File: src/rtl/tcm_dport_arb.sv
// tcm_dport_arb: shares the TCM data port between the CPU and an external requester.
// It routes in-order responses through an owner FIFO. TCM_ARB_ROUND_ROBIN_EN selects round-robin arbitration.
module tcm_dport_arb #(
  parameter int TAG_W       = 11,
  parameter int OUTST_DEPTH = 4
) (
  input  logic             clk_i,
  input  logic             rst_i,
  input  logic [31:0]      cpu_addr_i,
  input  logic [31:0]      cpu_data_wr_i,
  input  logic             cpu_rd_i,
  input  logic [3:0]       cpu_wr_i,
  input  logic [TAG_W-1:0] cpu_req_tag_i,
  output logic             cpu_accept_o,
  output logic             cpu_ack_o,
  output logic [31:0]      cpu_data_rd_o,
  output logic [TAG_W-1:0] cpu_resp_tag_o,
  input  logic [31:0]      ext_addr_i,
  input  logic [31:0]      ext_data_wr_i,
  input  logic             ext_rd_i,
  input  logic [3:0]       ext_wr_i,
  output logic             ext_accept_o,
  output logic             ext_ack_o,
  output logic [31:0]      ext_data_rd_o,
  output logic [31:0]      mem_addr_o,
  output logic [31:0]      mem_data_wr_o,
  output logic             mem_rd_o,
  output logic [3:0]       mem_wr_o,
  output logic [TAG_W-1:0] mem_req_tag_o,
  input  logic             mem_accept_i,
  input  logic             mem_ack_i,
  input  logic [31:0]      mem_data_rd_i,
  input  logic [TAG_W-1:0] mem_resp_tag_i,
  output logic             ack_err_o
);
  localparam int PW = $clog2(OUTST_DEPTH);
  localparam logic [PW:0]   CNT_FULL = (PW+1)'(OUTST_DEPTH);
  localparam logic [PW:0]   CNT_ONE  = (PW+1)'(1);
  localparam logic [PW-1:0] PTR_ONE  = PW'(1);

  logic [OUTST_DEPTH-1:0] owner_q;
  logic [PW-1:0]          wr_ptr_q, rd_ptr_q;
  logic [PW:0]            count_q;
  logic                   ack_err_q;
  logic                   req_cpu, req_ext, fifo_full, fifo_empty;
  logic                   grant_cpu, grant_ext, issue, pop, head_ext;

  assign req_cpu    = cpu_rd_i | (|cpu_wr_i);
  assign req_ext    = ext_rd_i | (|ext_wr_i);
  assign fifo_full  = (count_q == CNT_FULL);
  assign fifo_empty = (count_q == '0);

`ifdef TCM_ARB_ROUND_ROBIN_EN
  // prio_ext_q: the external side wins the next conflict.
  logic prio_ext_q;
  assign grant_cpu = !fifo_full & req_cpu & (!req_ext | !prio_ext_q);
  assign grant_ext = !fifo_full & req_ext & (!req_cpu | prio_ext_q);

  always_ff @(posedge clk_i) begin
    if (rst_i)      prio_ext_q <= 1'b0;
    else if (issue) prio_ext_q <= grant_cpu;
  end
`else
  assign grant_cpu = !fifo_full & req_cpu;
  assign grant_ext = !fifo_full & req_ext & !req_cpu;
`endif

  assign issue        = (grant_cpu | grant_ext) & mem_accept_i;
  assign cpu_accept_o = grant_cpu & mem_accept_i;
  assign ext_accept_o = grant_ext & mem_accept_i;

  always_comb begin
    mem_addr_o    = '0;
    mem_data_wr_o = '0;
    mem_rd_o      = 1'b0;
    mem_wr_o      = '0;
    mem_req_tag_o = '0;
    if (grant_cpu) begin
      mem_addr_o    = cpu_addr_i;
      mem_data_wr_o = cpu_data_wr_i;
      mem_rd_o      = cpu_rd_i;
      mem_wr_o      = cpu_wr_i;
      mem_req_tag_o = cpu_req_tag_i;
    end else if (grant_ext) begin
      mem_addr_o    = ext_addr_i;
      mem_data_wr_o = ext_data_wr_i;
      mem_rd_o      = ext_rd_i;
      mem_wr_o      = ext_wr_i;
    end
  end

  // Responses return in issue order, so the FIFO head names the owner.
  assign pop      = mem_ack_i & !fifo_empty;
  assign head_ext = owner_q[rd_ptr_q];

  assign cpu_ack_o      = pop & !head_ext;
  assign ext_ack_o      = pop & head_ext;
  assign cpu_data_rd_o  = cpu_ack_o ? mem_data_rd_i : '0;
  assign cpu_resp_tag_o = cpu_ack_o ? mem_resp_tag_i : '0;
  assign ext_data_rd_o  = ext_ack_o ? mem_data_rd_i : '0;
  assign ack_err_o      = ack_err_q;

  always_ff @(posedge clk_i) begin
    if (rst_i) begin
      owner_q   <= '0;
      wr_ptr_q  <= '0;
      rd_ptr_q  <= '0;
      count_q   <= '0;
      ack_err_q <= 1'b0;
    end else begin
      if (issue) begin
        owner_q[wr_ptr_q] <= grant_ext;
        wr_ptr_q          <= wr_ptr_q + PTR_ONE;
      end
      if (pop) rd_ptr_q <= rd_ptr_q + PTR_ONE;
      case ({issue, pop})
        2'b10:   count_q <= count_q + CNT_ONE;
        2'b01:   count_q <= count_q - CNT_ONE;
        default: count_q <= count_q;
      endcase
      if (mem_ack_i & fifo_empty) ack_err_q <= 1'b1;
    end
  end
endmodule

File: config.mk
export PLATFORM = sky130hd
export DESIGN_NAME = tcm_dport_arb
export DESIGN_NICKNAME = d
export VERILOG_FILES = /design/src/rtl/tcm_dport_arb.sv
export SDC_FILE = /design/constraint.sdc
export NUM_CORES = 1
export LEC_CHECK = 0
export ABC_CLOCK_PERIOD_IN_PS = 2900
export BUFFER_PORTS_ARGS = -buffer_cell sky130_fd_sc_hd__buf_2
export CAP_MARGIN = 20
export CORE_AREA = 2 2 139 141
export DETAILED_ROUTE_END_ITERATION = 7
export DIE_AREA = 0 0 141 143
export PLACE_DENSITY = 0.39
export SYNTH_ARGS = -nofsm -noshare
export SYNTH_HDL_FRONTEND = slang
export SYNTH_SLANG_ARGS = --single-unit
File: constraint.sdc
create_clock -name clk_i -period 2.9 [get_ports clk_i]
set_clock_uncertainty 0.1 [all_clocks]
set_input_delay 0.58 -clock clk_i [delete_from_list [all_inputs] [get_ports clk_i]]
set_output_delay 0.58 -clock clk_i [all_outputs]
set_load 0.03 [all_outputs]
* After elaboration in Yosys (flattened, before gate mapping)
Index checks and enable logic that the tools add are counted.
W data, S select, Z words.
** Word-level totals
- Output and inout port bits :: 160
- Input port bits :: 196
- Word-level logic and storage cells :: 55
- Register bits after elaboration :: 12
** Cells by class
- Add/sub/neg operators :: 4
- Reductions and logical operators :: 9
- Multiplexer cells :: 18
- Bitwise operators :: 13
- Equality and inequality tests :: 3
- $lt $le $gt $ge :: 3
** Operators with widths (number)
- $mux W32 :: 6
- $mux W11 :: 2
- $and A1 B1 Y1 :: 10
- $mux W4 :: 2
- $reduce_or A4 Y1 :: 2
- $lt A2 B3 Y1 const B :: 2
- $pmux W3 S2 :: 1
- $add A2 B1 Y2 const B :: 2
- $bwmux W4 :: 1
- $logic_not A1 Y1 :: 4
- $mux W1 :: 4
- $add A3 B1 Y3 const B :: 1
- $eq A3 B3 Y1 const B :: 1
- $logic_not A3 Y1 :: 1
- $or A1 B1 Y1 :: 3
- $sub A3 B1 Y3 const B :: 1
- $bmux W1 S2 :: 1
- $demux W1 S2 :: 1
- $eq A2 B1 Y1 const B :: 1
- $eq A2 B2 Y1 const B :: 1
- $ge A2 B1 Y1 const B :: 1
- $reduce_bool A2 Y1 :: 1
- $logic_and A1 B1 Y1 :: 1

* Depth between registers and ports, before layout
Gate-level depths: netlist of run 1.
- Depth in word-level cells :: 8
- Mapped depth :: 9
- Depth with buffers taken out :: 9

* Least setup slack after synthesis of run 1
No wires, ideal clock.
- Path type :: input -> output
- From :: input cpu_wr_i[0]
- To :: output mem_addr_o[0]
- Path slack :: 400 ps
- Buffers on the path :: 2
- Data required time :: 2220 ps
- Stages :: 6
- Data arrival time :: 1820 ps
- Path through :: nor3_1 > and2_1 > buf_2 > buf_2 > nand3_1 > a21oi_1
** Between the ends
- Cells in the longest elaborated chain, start to end :: 6
- Elaborated cells on any way between the ends :: 7
- Those cells by class :: mux (2); bitwise (3); reduce/logical (2)
** RTL lines
- start: declaration :: line 12 : input logic [3:0] cpu_wr_i,
- $reduce_or A4 Y1 (*) :: line 48 : assign req_cpu = cpu_rd_i | (|cpu_wr_i);
- $or A1 B1 Y1 (*) :: line 48
- $logic_not A1 Y1 :: line 65 : assign grant_ext = !fifo_full & req_ext & !req_cpu;
- $and A1 B1 Y1 :: line 65
- $mux W32 :: line 84 : end else if (grant_ext) begin
- $mux W32 (*) :: line 78 : if (grant_cpu) begin
- end: declaration :: line 25 : output logic [31:0] mem_addr_o,
Every way passes the cells marked *; elsewhere a longest branch is shown, timed or not.

* Worst setup path after layout of run 1
- From :: input cpu_wr_i[0]
- To :: output mem_addr_o[3]
The elaborated chain is that of the path after synthesis.

==> summary.txt, run 1 <==
Status
  • Status: complete, no violations

Synthesis
  • Unique masters post-synth: 35
  • Post-synthesis average cell area: 5.48 sq um
  • Syn nets: 638
  • Synth Instances: 436
  • Sequential area share after synthesis: 10.0%
  • Mapped cell area: 0.00239 sq mm
  • YS warnings: 0
  • FF+latch count, synth: 12

Global route
  • GR Overflow Total: 0
  • Vias in the first global route: 3,777
  • Met2 GRT Util: 24.9%
  • Maximum number of pins on one net before global-route repair: 71
  • Global-route layer with the greatest usage: met2
  • Met1 usage: 14.6%
  • Initial antenna violation count: 3
  • Met3 GRT Util: 3.45%
  • Total track usage: 12.9%
  • First-pass GRT wire length: 20,800 um

Drt
  • Vias: 4,220
  • Vias per cell: 4.22
  • WL per Instance: 14.5 um
  • Final WL: 14,500 um
  • DRC errors left: 0
  • First-pass DRT Iterations: 5
  • Initial DRC count: 178
  • Antenna-violating nets left: 0

Cells and area
  • Fin util: 24.5%
  • Layout overhead on the synthesized area: 90.4%
  • Area occupied by multi-input gates: 0.00193 sq mm
  • Post-Layout Inst Area: 0.00455 sq mm
  • Register area: 240 sq um
  • Non-Filler Instances: 999
  • # fillers: 2,158
  • Fraction of layout cells with a size suffix above 1: 51.0%
  • Final net count: 967

STA
  • Max-slew violations: 0
  • Final setup violation count: 0
  • Slew HR: 61.1%
  • Total Neg Setup Slack: 0 ps
  • Post-layout min period: 2730 ps
  • Final setup margin: 174 ps
  • Fmax: 0.367 GHz
  • Unrepaired setup endpoints after global routing: no
  • Final hold vios: 0
  • WHS: 372 ps
  • Final Cycle Share: 94.0%
  • Worst Tran Pin Value: 584 ps

Clock tree
  • H-tree depth: 1
  • CTS clk-pin slew, worst paths: 40 ps
  • Resized Gates After CTS: 0
  • Hold Buf Count CTS: 0
  • Postcts setup bufs: 0
  • Clk buf depth: 2
  • CTS tree: yes
  • # clock sinks: 12
  • Skew-Pair Late Insertion Delay: 240 ps
  • CTS Buf Count: 3
  • Root buf cell: clkbuf_16

Critical path
  • Critical path launch point type: input port
  • R2R depth: 9
  • Crit-path max FO: 22
  • CP max stage cell: buf_2
  • Worst Path Required: 2220 ps
  • Worst EP arrival: 2050 ps
  • Worst R2R Start: count_q[0]
  • Setup Crit Path Kind: input port to output pin
  • Crit path capture: mem_addr_o[3]
  • CP peak stage delay: 240 ps
  • Crit. Startpoint: cpu_wr_i[0]
  • Critical path endpoint category: output pin
  • FF-to-FF End: count_q[2]
  • Reg-to-reg slack, setup: 300 ps
  • CP Cell Sequence: buf_2, nor3_2, buf_4, and2_2, buf_12, buf_12, nand3_1, a21oi_1, buf_2

Die
  • Die height: 143 um
  • Initial core utilization: 12.9%
  • I/O pins: 356
  • Die ar.: 0.0202 sq mm
  • Core area: 0.0186 sq mm
  • FP Rows: 50
  • Die Wd: 141 um

Placed design
  • Post-placement cell area: 0.00446 sq mm
  • Port Buffers: 355
  • HPWL after DPL: 11,800 um
  • Place WS: 62.8 ps
  • Cell count after placement: 994
  • RePlAce Congestion: 0.775

Power
  • Max VDD drop: 0.181 mV
  • Pwr Total: 2.53 mW
  • P_leak: 2.75 nW
  • Pwr dens: 557 mW/mm^2

Worst hold path
  • Hold Path Depth: 2
  • Hold Path Class: flop to flop

Job
  • Max Cap Viol: 0
[state kept, by name, summed over array words and instances (netlist names)]
register   cells
count_q        3
ack_err_o      1
rd_ptr_q       2
wr_ptr_q       2
owner_q        4
[metal layers]
layer	part of all wire, %	up-vias
li1	-	2140
met1	38	1847
met2	52	214
met3	8.3	13
met4	0.71	6
met5	0.23	-
[final cells by class]
cell class	count	area share, %
multi-input combinational	372	42.5
antenna	1	0.0550
inverter	4	0.330
timing repair buffer	372	43.5
tap	234	6.43
clock buffer	4	1.95
sequential	12	5.28
[power by group]
part           switching, mW  total, mW  internal (mW)
clock                 0.0702      0.278          0.208
combinational           1.39       2.01          0.621
sequential            0.0460      0.250          0.204
total                   1.50       2.53           1.03
[worst min-delay path by stage]
stage | startpoint | endpoint | slack [ps]
final | ack_err_o | ack_err_o | 370
after global routing | ack_err_o | ack_err_o | 430
after CTS | ack_err_o | ack_err_o | 380
after detailed placement | ack_err_o | ack_err_o | 370
after global placement | ack_err_o | ack_err_o | 360
after floorplan | count_q[2] | count_q[2] | 390
[kinds of logic after synthesis]
kind of cell	Yosys count	share of synthesized area, %
AND/OR/NAND/NOR	275	54.0
AO/OA/AOI/OAI	84	19.3
buffers and inverters	52	9.79
flip-flops	12	10.0
adder cells (fa/ha/maj)	6	3.45
XOR/XNOR	4	1.47
multiplexers	3	1.99
[critical path: cells and delay by family]
family,cells,cell delay (ps)
AOI/OAI and AO/OA,1,190
buffers and inverters,5,820
and+or+nand+nor,3,450
[placed cells by master (no fill, tap or decap), drive strengths merged]
master,Yosys,layout
o21ai,1,1
and3,44,44
o2111ai,1,1
inv,4,4
a311oi,4,4
xor2,2,2
nand3,64,64
o31a,1,1
diode,0,1
mux2i,1,1
nand2,99,99
mux4,1,1
o31ai,1,1
nor2,46,46
and2,15,15
ha,5,5
or3b,1,1
o21a,1,1
or3,1,1
a21oi,71,71
nor3b,1,1
dfxtp,12,12
mux2,1,1
xnor2,2,2
buf,17,372
a31oi,4,4
fa,1,1
nor3,3,3
clkbuf,31,4
nor2b,1,1
[Yosys cell counts (all sizes together)]
| cell | count | area [sq um] |
|---|---|---|
| o21a | 1 | 15.0 |
| o31ai | 1 | 7.51 |
| ha | 5 | 62.6 |
| clkbuf | 31 | 119 |
| mux2 | 1 | 15.0 |
| mux4 | 1 | 22.5 |
| nor3 | 3 | 15.0 |
| nor3b | 1 | 12.5 |
| o2111ai | 1 | 8.76 |
| and2 | 15 | 97.6 |
| a21oi | 71 | 355 |
| or3b | 1 | 8.76 |
| xnor2 | 2 | 17.5 |
| nand3 | 64 | 320 |
| nor2b | 1 | 6.26 |
| xor2 | 2 | 17.5 |
| nand2 | 99 | 372 |
| a311oi | 4 | 35.0 |
| buf | 17 | 100 |
| fa | 1 | 20.0 |
| or3 | 1 | 7.51 |
| a31oi | 4 | 25.0 |
| nor2 | 46 | 173 |
| inv | 4 | 15.0 |
| o31a | 1 | 10.0 |
| and3 | 44 | 278 |
| o21ai | 1 | 5.00 |
| dfxtp | 12 | 240 |
| mux2i | 1 | 10.0 |
No activity file was read; power rests on OpenSTA's default activity.
==> run 2: changes to the inputs <==
--- a/config.mk
+++ b/config.mk
@@ -12,6 +12,7 @@
 export DETAILED_ROUTE_END_ITERATION = 7
 export DIE_AREA = 0 0 141 143
 export PLACE_DENSITY = 0.39
+export SETUP_SLACK_MARGIN = 0.3
 export SYNTH_ARGS = -nofsm -noshare
 export SYNTH_HDL_FRONTEND = slang
 export SYNTH_SLANG_ARGS = --single-unit
==> run 2 against run 1 <==
Against the previous run:
- die area did not move
- critical path depth did not move
- power rose by 6.0%
- hold slack got worse by 2.5 ps
- first-iteration DRC count fell by 29%
- critical path type unchanged
==> summary.txt, run 2 (synthesized netlist as in run 1, its figures left out) <==
Status
  • Status: complete, no violations

Power
  • Pwr dens: 542 mW/mm^2
  • Net Sw Power: 1.53 mW
  • Max VDD drop: 0.181 mV
  • Clk pwr share: 10.3%
  • Switching fraction of total power: 56.9%
  • Combinational Power Share: 80.2%
  • P_leak: 2.88 nW
  • Pint: 1.16 mW
  • Seq pwr share: 9.6%

Cells and area
  • Post-Layout Inst Area: 0.00496 sq mm
  • Largest register FFs: 4
  • Most common cell after layout, fill and taps aside: buf_2
  • Most frequent cells in the layout: 302 x buf_2, 97 x nand2_1, 62 x nand3_1
  • Final net count: 973
  • Largest register by flop count: owner_q
  • Layout overhead on the synthesized area: 107%
  • # fillers: 2,136
  • Fin util: 26.7%
  • Largest registers: owner_q: 4 flops, count_q: 3 flops
  • Fraction of layout cells with a size suffix above 1: 53.8%

Global route
  • Initial antenna violation count: 3
  • Vias in the first global route: 3,838
  • First-pass GRT wire length: 21,300 um
  • GR Overflow Total: 0
  • Total track usage: 13.3%
  • Maximum number of pins on one net before global-route repair: 71

Job
  • Max Cap Viol: 0

STA
  • Unrepaired setup endpoints after global routing: yes
  • Total Neg Setup Slack: 0 ps
  • Worst Tran Pin Value: 422 ps
  • Post-layout min period: 2590 ps
  • Slew HR: 71.8%
  • Final Cycle Share: 89.4%
  • Final setup violation count: 0
  • Final setup margin: 307 ps
  • Max-slew violations: 0
  • Final hold vios: 0
  • Fmax: 0.386 GHz

Drt
  • Initial DRC count: 126
  • Antenna-violating nets left: 0
  • Vias: 4,252
  • DRC errors left: 0
  • Vias per cell: 4.23
  • WL per Instance: 14.8 um
  • Final WL: 14,900 um
  • First-pass DRT Iterations: 4

Die
  • Die ar.: 0.0202 sq mm
  • Initial core utilization: 12.9%
  • I/O pins: 356
  • FP Rows: 50
  • Core area: 0.0186 sq mm
  • Die Wd: 141 um
  • Die height: 143 um

Placed design
  • Port Buffers: 355
  • RePlAce Congestion: 0.775
  • Post-placement cell area: 0.00446 sq mm
  • Place WS: 62.8 ps
  • HPWL after DPL: 11,800 um

Clock tree
  • # clock sinks: 12
  • H-tree depth: 1
  • Clk buf depth: 2
  • CTS tree: yes
  • Skew-Pair Late Insertion Delay: 230 ps
  • CTS Buf Count: 3
  • CTS clk-pin slew, worst paths: 40 ps
  • Root buf cell: clkbuf_16

Critical path
  • Critical path endpoint category: output pin
  • Crit-path max FO: 9
  • Setup Crit Path Kind: input port to output pin
  • Critical path launch point type: input port
  • Worst EP arrival: 1910 ps
  • Worst Path Required: 2220 ps

Worst hold path
  • Hold Path Class: flop to flop
==> run 2: final cells by class <==
cell class | count | area (sq um) | area share, %
sequential | 12 | 248 | 5.00
clock buffer | 4 | 88.8 | 1.79
multi-input combinational | 372 | 2020 | 40.7
tap | 234 | 293 | 5.91
timing repair buffer | 378 | 2290 | 46.2
antenna | 2 | 5.00 | 0.101
inverter | 4 | 15.0 | 0.303
==> run 2: final timing paths <==
check	from	to	slack [ps]	cells past startpoint
setup / recovery	cpu_wr_i[3]	mem_data_wr_o[27]	310	9
hold / removal	ack_err_o	ack_err_o	370	2
setup reg to reg	count_q[2]	count_q[2]	490	9
hold reg to reg	ack_err_o	ack_err_o	370	2
==> run 2: layer usage <==
layer,share of wire [%],vias up,GRT usage (%)
met5,0.22,-,0
met4,0.72,6,1.84
met3,8.2,16,3.49
met2,53,213,25.8
met1,38,1859,15.0
li1,-,2158,-
==> run 2: per-stage QoR <==
| stage | hold WS, ps | cells | power [mW] |
|---|---|---|---|
| 4_1_cts | 381 | 1001 | 2.67 |
| 6_report | 369 | 1006 | 2.69 |
| 3_5_place_dp | 371 | 994 | 2.28 |
| 3_3_place_gp | 359 | 994 | 2.29 |
| 2_1_floorplan | 386 | 436 | 1.62 |
| 5_1_grt | 427 | 1004 | 2.87 |
==> run 2: power by group through the flow <==
stage / registers, mW / logic, mW / clock network [mW]
finish: 0.257 / 2.15 / 0.277
global route: 0.266 / 2.31 / 0.291
CTS: 0.256 / 2.13 / 0.283
detailed placement: 0.253 / 2.03 / 0
global placement: 0.255 / 2.04 / 0
floorplan: 0.249 / 1.37 / 0
==> run 2: what timing repair did <==
action | 4_1_cts | 5_1_grt
cloned | 2 | 1
buffers inserted | 1 | 2
gates resized for setup | 60 | 36
hold buffers | 0 | 0
pin swaps | 23 | 13
setup endpoints to repair | 102 | 66
==> run 2: worst max-delay path, cell delays in order <==
cell	delay, ps
buf_6	100
nor3_4	190
buf_6	130
and2_4	200
buf_12	150
buf_12	130
nand3_1	70
a21oi_1	170
buf_4	180
